### src/rtl/imm_pkg.sv
// Shared definitions for the RV32I instruction encoder: formats, opcodes, NOP,
// and the stage-1 register layout.
package imm_pkg;

    // Instruction formats as seen by the encoder. ISH is the shift-immediate
    // flavour of I, where instr[31:25] carries funct7 instead of imm[11:5].
    typedef enum logic [2:0] {
        FMT_R    = 3'd0,
        FMT_I    = 3'd1,
        FMT_ISH  = 3'd2,
        FMT_S    = 3'd3,
        FMT_B    = 3'd4,
        FMT_U    = 3'd5,
        FMT_J    = 3'd6,
        FMT_RSVD = 3'd7
    } fmt_e;

    localparam logic [6:0] OP_LUI    = 7'b0110111;
    localparam logic [6:0] OP_AUIPC  = 7'b0010111;
    localparam logic [6:0] OP_JAL    = 7'b1101111;
    localparam logic [6:0] OP_JALR   = 7'b1100111;
    localparam logic [6:0] OP_BRANCH = 7'b1100011;
    localparam logic [6:0] OP_LOAD   = 7'b0000011;
    localparam logic [6:0] OP_STORE  = 7'b0100011;
    localparam logic [6:0] OP_OPIMM  = 7'b0010011;
    localparam logic [6:0] OP_OP     = 7'b0110011;

    // addi x0, x0, 0 -- emitted for the reserved format.
    localparam logic [31:0] NOP = 32'h0000_0013;

    // Request as held in stage 1, with its range-check verdict.
    typedef struct packed {
        fmt_e        fmt;
        logic [6:0]  opcode;
        logic [4:0]  rd;
        logic [4:0]  rs1;
        logic [4:0]  rs2;
        logic [2:0]  funct3;
        logic [6:0]  funct7;
        logic [31:0] imm;
        logic        err;
    } s1_t;

endpackage

### src/rtl/imm_encoder_if.sv
// Request/response bus of the instruction encoder.
//
// Handshake: on each side a transfer happens at a rising clk edge where valid
// and ready are both high. The producer holds valid and its payload steady
// until that edge; valid never waits on ready. The encoder is the slave on
// both sides: it receives requests (in_*) and presents words (out_*).
interface imm_encoder_if;
    import imm_pkg::*;

    logic        in_valid;
    logic        in_ready;
    fmt_e        in_fmt;
    logic [6:0]  in_opcode;
    logic [4:0]  in_rd;
    logic [4:0]  in_rs1;
    logic [4:0]  in_rs2;
    logic [2:0]  in_funct3;
    logic [6:0]  in_funct7;
    logic [31:0] in_imm;

    logic        out_valid;
    logic        out_ready;
    logic [31:0] out_instr;
    logic        out_err;

    modport slave (
        input  in_valid, in_fmt, in_opcode, in_rd, in_rs1, in_rs2,
               in_funct3, in_funct7, in_imm, out_ready,
        output in_ready, out_valid, out_instr, out_err
    );

    modport master (
        output in_valid, in_fmt, in_opcode, in_rd, in_rs1, in_rs2,
               in_funct3, in_funct7, in_imm, out_ready,
        input  in_ready, out_valid, out_instr, out_err
    );

endinterface

### src/rtl/imm_range_chk.sv
// Flags immediates that cannot be represented exactly in the given format.
module imm_range_chk
    import imm_pkg::*;
(
    input  fmt_e        fmt,
    input  logic [31:0] imm,
    output logic        err
);

    // Signed formats need the bits above the top encoded bit to be a pure
    // sign extension; B and J additionally cannot encode bit 0.
    always_comb begin
        err = 1'b0;
        case (fmt)
            FMT_R:        err = 1'b0;
            FMT_I, FMT_S: err = !((&imm[31:11]) || !(|imm[31:11]));
            FMT_B:        err = !((&imm[31:12]) || !(|imm[31:12])) || imm[0];
            FMT_J:        err = !((&imm[31:20]) || !(|imm[31:20])) || imm[0];
            FMT_U:        err = |imm[11:0];
            FMT_ISH:      err = |imm[31:5];
            default:      err = 1'b1;
        endcase
    end

endmodule

### src/rtl/imm_encoder.sv
// Two-stage RV32I instruction encoder: stage 1 registers the request and
// range-checks the immediate, stage 2 scatters the immediate bits into the
// instruction word. Counts emitted words and emitted error words.
module imm_encoder
    import imm_pkg::*;
#(
    parameter int CNT_W = 16
) (
    input  logic             clk,
    input  logic             reset,
    imm_encoder_if.slave     bus,
    output logic [CNT_W-1:0] enc_count,
    output logic [CNT_W-1:0] err_count
);

    localparam logic [CNT_W-1:0] CNT_ONE = {{(CNT_W-1){1'b0}}, 1'b1};

    logic        s1_valid;
    s1_t         s1;
    logic        chk_err;
    logic        s2_ready;
    logic        out_fire;
    logic [31:0] instr_d;

    imm_range_chk u_range_chk (
        .fmt (bus.in_fmt),
        .imm (bus.in_imm),
        .err (chk_err)
    );

    // The output register can take a new word when empty or draining; stage 1
    // can then shift forward, so in_ready sees out_ready combinationally.
    assign s2_ready     = !bus.out_valid || bus.out_ready;
    assign bus.in_ready = reset || !s1_valid || s2_ready;
    assign out_fire     = bus.out_valid && bus.out_ready;

    // Stage 1: capture the request and its range verdict.
    always_ff @(posedge clk) begin
        if (reset) begin
            s1_valid <= 1'b0;
            s1       <= '0;
        end else if (bus.in_ready) begin
            s1_valid <= bus.in_valid;
            if (bus.in_valid) begin
                s1 <= '{fmt:    bus.in_fmt,
                        opcode: bus.in_opcode,
                        rd:     bus.in_rd,
                        rs1:    bus.in_rs1,
                        rs2:    bus.in_rs2,
                        funct3: bus.in_funct3,
                        funct7: bus.in_funct7,
                        imm:    bus.in_imm,
                        err:    chk_err};
            end
        end
    end

    // Stage 2 datapath: place each field; out-of-range immediates are simply
    // truncated to the bits the format carries.
    always_comb begin
        instr_d = NOP;
        case (s1.fmt)
            FMT_R:   instr_d = {s1.funct7, s1.rs2, s1.rs1, s1.funct3, s1.rd, s1.opcode};
            FMT_I:   instr_d = {s1.imm[11:0], s1.rs1, s1.funct3, s1.rd, s1.opcode};
            FMT_ISH: instr_d = {s1.funct7, s1.imm[4:0], s1.rs1, s1.funct3, s1.rd, s1.opcode};
            FMT_S:   instr_d = {s1.imm[11:5], s1.rs2, s1.rs1, s1.funct3, s1.imm[4:0], s1.opcode};
            FMT_B:   instr_d = {s1.imm[12], s1.imm[10:5], s1.rs2, s1.rs1, s1.funct3,
                                s1.imm[4:1], s1.imm[11], s1.opcode};
            FMT_U:   instr_d = {s1.imm[31:12], s1.rd, s1.opcode};
            FMT_J:   instr_d = {s1.imm[20], s1.imm[10:1], s1.imm[11], s1.imm[19:12],
                                s1.rd, s1.opcode};
            default: instr_d = NOP;
        endcase
    end

    // Stage 2 register: load only when free, so a stalled word holds steady.
    always_ff @(posedge clk) begin
        if (reset) begin
            bus.out_valid <= 1'b0;
            bus.out_instr <= '0;
            bus.out_err   <= 1'b0;
        end else if (s2_ready) begin
            bus.out_valid <= s1_valid;
            if (s1_valid) begin
                bus.out_instr <= instr_d;
                bus.out_err   <= s1.err;
            end
        end
    end

    // Saturating counters of accepted output words.
    always_ff @(posedge clk) begin
        if (reset) begin
            enc_count <= '0;
            err_count <= '0;
        end else if (out_fire) begin
            if (enc_count != '1) enc_count <= enc_count + CNT_ONE;
            if (bus.out_err && (err_count != '1)) err_count <= err_count + CNT_ONE;
        end
    end

endmodule
### src/flat_wrapper.sv
// flat-port wrapper written by rule: the top's interface ports become plain ports
module imm_encoder_flat import imm_pkg::*;
#(
    parameter int CNT_W = 16
)
  (clk, reset, enc_count, err_count, bus_in_valid, bus_in_fmt, bus_in_opcode, bus_in_rd, bus_in_rs1, bus_in_rs2, bus_in_funct3, bus_in_funct7, bus_in_imm, bus_out_ready, bus_in_ready, bus_out_valid, bus_out_instr, bus_out_err);
  imm_encoder_if bus_i ();
  input  logic clk;
  input  logic reset;
  output logic [CNT_W-1:0] enc_count;
  output logic [CNT_W-1:0] err_count;
  input wire logic [$bits(bus_i.in_valid)-1:0] bus_in_valid;
  input wire logic [$bits(bus_i.in_fmt)-1:0] bus_in_fmt;
  input wire logic [$bits(bus_i.in_opcode)-1:0] bus_in_opcode;
  input wire logic [$bits(bus_i.in_rd)-1:0] bus_in_rd;
  input wire logic [$bits(bus_i.in_rs1)-1:0] bus_in_rs1;
  input wire logic [$bits(bus_i.in_rs2)-1:0] bus_in_rs2;
  input wire logic [$bits(bus_i.in_funct3)-1:0] bus_in_funct3;
  input wire logic [$bits(bus_i.in_funct7)-1:0] bus_in_funct7;
  input wire logic [$bits(bus_i.in_imm)-1:0] bus_in_imm;
  input wire logic [$bits(bus_i.out_ready)-1:0] bus_out_ready;
  output wire logic [$bits(bus_i.in_ready)-1:0] bus_in_ready;
  output wire logic [$bits(bus_i.out_valid)-1:0] bus_out_valid;
  output wire logic [$bits(bus_i.out_instr)-1:0] bus_out_instr;
  output wire logic [$bits(bus_i.out_err)-1:0] bus_out_err;
  assign bus_i.in_valid = bus_in_valid;
  assign bus_i.in_fmt = bus_in_fmt;
  assign bus_i.in_opcode = bus_in_opcode;
  assign bus_i.in_rd = bus_in_rd;
  assign bus_i.in_rs1 = bus_in_rs1;
  assign bus_i.in_rs2 = bus_in_rs2;
  assign bus_i.in_funct3 = bus_in_funct3;
  assign bus_i.in_funct7 = bus_in_funct7;
  assign bus_i.in_imm = bus_in_imm;
  assign bus_i.out_ready = bus_out_ready;
  assign bus_in_ready = bus_i.in_ready;
  assign bus_out_valid = bus_i.out_valid;
  assign bus_out_instr = bus_i.out_instr;
  assign bus_out_err = bus_i.out_err;
  imm_encoder #(.CNT_W(CNT_W)) u_core (.clk(clk), .reset(reset), .bus(bus_i), .enc_count(enc_count), .err_count(err_count));
endmodule
### config.mk
export PLATFORM = sky130hd
export DESIGN_NAME = imm_encoder_flat
export DESIGN_NICKNAME = d
export VERILOG_FILES = /design/src/rtl/imm_pkg.sv /design/src/rtl/imm_encoder_if.sv /design/src/rtl/imm_range_chk.sv /design/src/rtl/imm_encoder.sv /design/src/flat_wrapper.sv
export SDC_FILE = /design/constraint.sdc
export NUM_CORES = 1
export LEC_CHECK = 0
export ABC_AREA = 0
export ABC_CLOCK_PERIOD_IN_PS = 1600
export BUFFER_PORTS_ARGS = -buffer_cell sky130_fd_sc_hd__buf_2
export CORE_AREA = 2 2 115 117
export CTS_CLUSTER_DIAMETER = 100
export DETAILED_ROUTE_END_ITERATION = 8
export DIE_AREA = 0 0 117 119
export PLACE_DENSITY_LB_ADDON = 0.15
export SYNTH_ARGS = -nofsm -noshare
export SYNTH_HDL_FRONTEND = slang
export SYNTH_SLANG_ARGS = --single-unit
### constraint.sdc
create_clock -name clk -period 1.6 [get_ports clk]
set_input_delay 0.16 -clock clk [delete_from_list [all_inputs] [get_ports clk]]
set_output_delay 0.16 -clock clk [all_outputs]
set_load 0.1 [all_outputs]
==> flow_summary.toml <==
[sta]
layout_min_cycle_time_ns = 1.59
finalSetupViolations = 0
rsz0062_at_grt = "true"
fmax_mhz = 631
worst_slew_pin_slew_ns = 0.514
relSlewSlack_pct = 66.0
finClkSkew_ns = 0.00567
fin_ws_ns = 0.0147
hold_viol = 0
fin_crit_sh_pct = 99.1
maxSlewViolCount = 0

[cells_and_area]
area_delta_synth_final_pct = 41.4
drive_gt1_share_pct = 28.7
nets = 1023
diodes = 0
fillers = 1065
fin_util_pct = 66.9

[drt]
drt_iter0_drc = 458
routedLengthMet1_um = 7510
drc = 0
met3_length_um = 883
viasPerCell = 5.44
final_antenna_net_count = 0
wire_per_inst_um = 15.0
met2_length_um = 8330
dr_total_vias = 6181
highest_layer = "met4"
first_pass_iters = 5
routed_wl_um = 17100

[pwr]
power_density_mw_per_mm2 = 1070
power.leakage_nw = 3.59
vdd_ir_drop_max_mv = 0.674

[logic_synthesis]
ys_seq_area_share_pct = 44.4
async_reset_ff_share_pct = 0
ys.flop_type = "dfxtp_1"
syn_inst = 759
synth_nets = 834
ys_warn_count = 0
synth-simple-area-share_pct = 24.5
syn_area_mm2 = 0.00609
synthMuxAreaShare_pct = 3.35
synth-edff-count = 0
yosysTopAreaCellShare_pct = 44.4
synthTopCellsByArea = "dfxtp_1 (44%), nand2_1 (10%), a21oi_1 (7.4%)"
ys_seq_elements = 135
synth_xor_xnor_area_share_pct = 3.17
synth_top_family_by_area = "simple AND/OR/NAND/NOR gates"
synth-compound-area-share_pct = 19.0
yosysTopAreaCell = "dfxtp_1"
avgSynthCellArea_um2 = 8.02
ys_types = 52
synthAdderAreaFrac_pct = 0.987

[min_path]
holdPathStages = 3
whs_endpoint = "u_core.s1[19]"
worstHoldStart = "bus_in_imm[18]"
hold_path.class = "in -> reg"

[cts]
cts-root-buf = "clkbuf_16"
clkLatencyLatePin_ns = 0.42
h-tree-depth = 4
cts_made_buffers = 17
clock_path_buffers = 2
clock_sinks = 135
cts.clk_slew.worst_paths_ns = 0.05
cts_tree = "yes"

[floorplan]
ios = 138
std_cell_rows = 42
core_area_mm2 = 0.0129
die_x_um = 117
dieArea_mm2 = 0.0139
die-height_um = 119
initial_core_util_pct = 47.3

[critical_path]
crit_fanout = 4
timing.rr.end = "u_core.enc_count[15]"
reg2reg_from = "u_core.enc_count[8]"
r2r_slack_ns = 0.01
critPathCaptureType = "flip-flop"
cp-start-kind = "flip-flop"
path_class = "reg -> reg"
worstPathRequired_ns = 1.94
crit_start = "u_core.enc_count[8]"
r2r_cells = 5
crit_arrival_ns = 1.93

[global_route]
antenna_found_initial = 0
first_global_vias = 5837
grt_usage_pct = 24.7
grt_max_degree = 106
grt_pass1_wl_um = 27300
overflow = 0

[flow_run]
drv_cap = 0

[place]
gp_congestion = 0.910
place_ws_ns = -0.143
io_buffers = 137
dpl.hpwl_um = 11700

[status]
status = "finished clean"
[power breakdown]
group	switching, mW	internal [mW]
combinational	0.776	0.410
sequential	0.110	3.46
clock	1.46	2.98
[state kept, by name (all words and copies together) (netlist names)]
name and flops:
u_core.bus.out_instr 32, u_core.err_count 16, u_core.s1 68, u_core.bus.out_valid 1, u_core.bus.out_err 1, u_core.enc_count 16, u_core.s1_valid 1
[per-stage QoR]
step	instance area [µm²]	hold WS, ns	power [mW]	cells	setup TNS, ns
floorplan	6360	0.296	4.38	759	-64.71
global placement	7350	0.400	4.68	1056	-0.0654
detailed placement	7350	0.407	4.71	1056	-0.293
CTS	8530	0.000837	9.24	1137	0
global route	8610	0.00951	9.53	1137	-0.505
finish	8610	0.0117	9.19	1137	0
[final cells by class]
class	count	area [µm²]	share of cell area, %
timing repair buffer	223	1530	17.8
multi-input combinational	554	3290	38.2
sequential	135	2830	32.8
clock buffer	20	489	5.68
tap	176	220	2.56
inverter	17	63.8	0.741
clock inverter	12	190	2.21
[worst max-delay path by stage]
stage	cells past startpoint	to	slack, ns
floorplan	8	u_core.s1[52]	-0.97
global placement	7	u_core.s1[0]	-0.07
detailed placement	7	u_core.s1[0]	-0.14
CTS	4	u_core.bus.out_instr[24]	0.001
global route	6	u_core.err_count[5]	-0.06
finish	5	u_core.enc_count[15]	0.01
[logic make-up (layout without fill, tap and decap cells)]
group	Yosys count	count (layout)
XOR/XNOR	22	22
buffers and inverters	70	272
multiplexers	19	19
AO/OA/AOI/OAI	184	184
AND/OR/NAND/NOR	324	324
flip-flops	135	135
adder cells (fa/ha/maj)	5	5
[cell usage after synthesis, drive strengths merged, types with 2 or more instances]
| library cell | count |
|---|---|
| a21oi | 90 |
| or3 | 5 |
| a221oi | 6 |
| and4 | 5 |
| a32oi | 3 |
| inv | 16 |
| xor2 | 21 |
| nor3 | 7 |
| nand2 | 163 |
| and2 | 6 |
| o31ai | 4 |
| nand2b | 2 |
| a211oi | 14 |
| nand3b | 2 |
| o2111ai | 2 |
| a211o | 4 |
| o21ai | 20 |
| nand4 | 16 |
| dfxtp | 135 |
| o221ai | 3 |
| nor4 | 6 |
| o211ai | 8 |
| nor2 | 62 |
| ha | 4 |
| a222oi | 8 |
| and3 | 9 |
| buf | 17 |
| clkbuf | 36 |
| a31oi | 6 |
| mux2i | 17 |
| nor2b | 13 |
| or4 | 7 |
| a22oi | 12 |
| nand3 | 21 |
[timing repair]
action	CTS	global route
hold buffers	49	0
pin swaps	0	8
hold endpoints to repair	49	0
resized for setup	3	18
setup buffers	0	1
setup endpoints to repair	12	45
[critical path, stage by stage, from the launching register on]
cell and delay [ns]:
dfxtp_4 0.36, and4_4 0.26, and3_4 0.21, nand4_2 0.12, or4_1 0.42, a21oi_1 0.14
[metal layers]
layer,GRT usage (%),vias up
met5,0,-
met4,9.41,0
met3,5.04,29
met2,41.0,209
met1,31.3,2889
li1,-,3054
[layout by cell type, fill, tap and decap left out, types with 19 or more instances in the layout]
master / count
dfxtp_4: 32
nand2_1: 160
dlygate4sd3_1: 48
clkbuf_16: 19
nand3_1: 19
xor2_1: 21
nor2_1: 62
dfxtp_1: 100
a21oi_1: 89
buf_2: 134
buf_4: 34
Note: power is estimated with default switching activity, not from simulation.
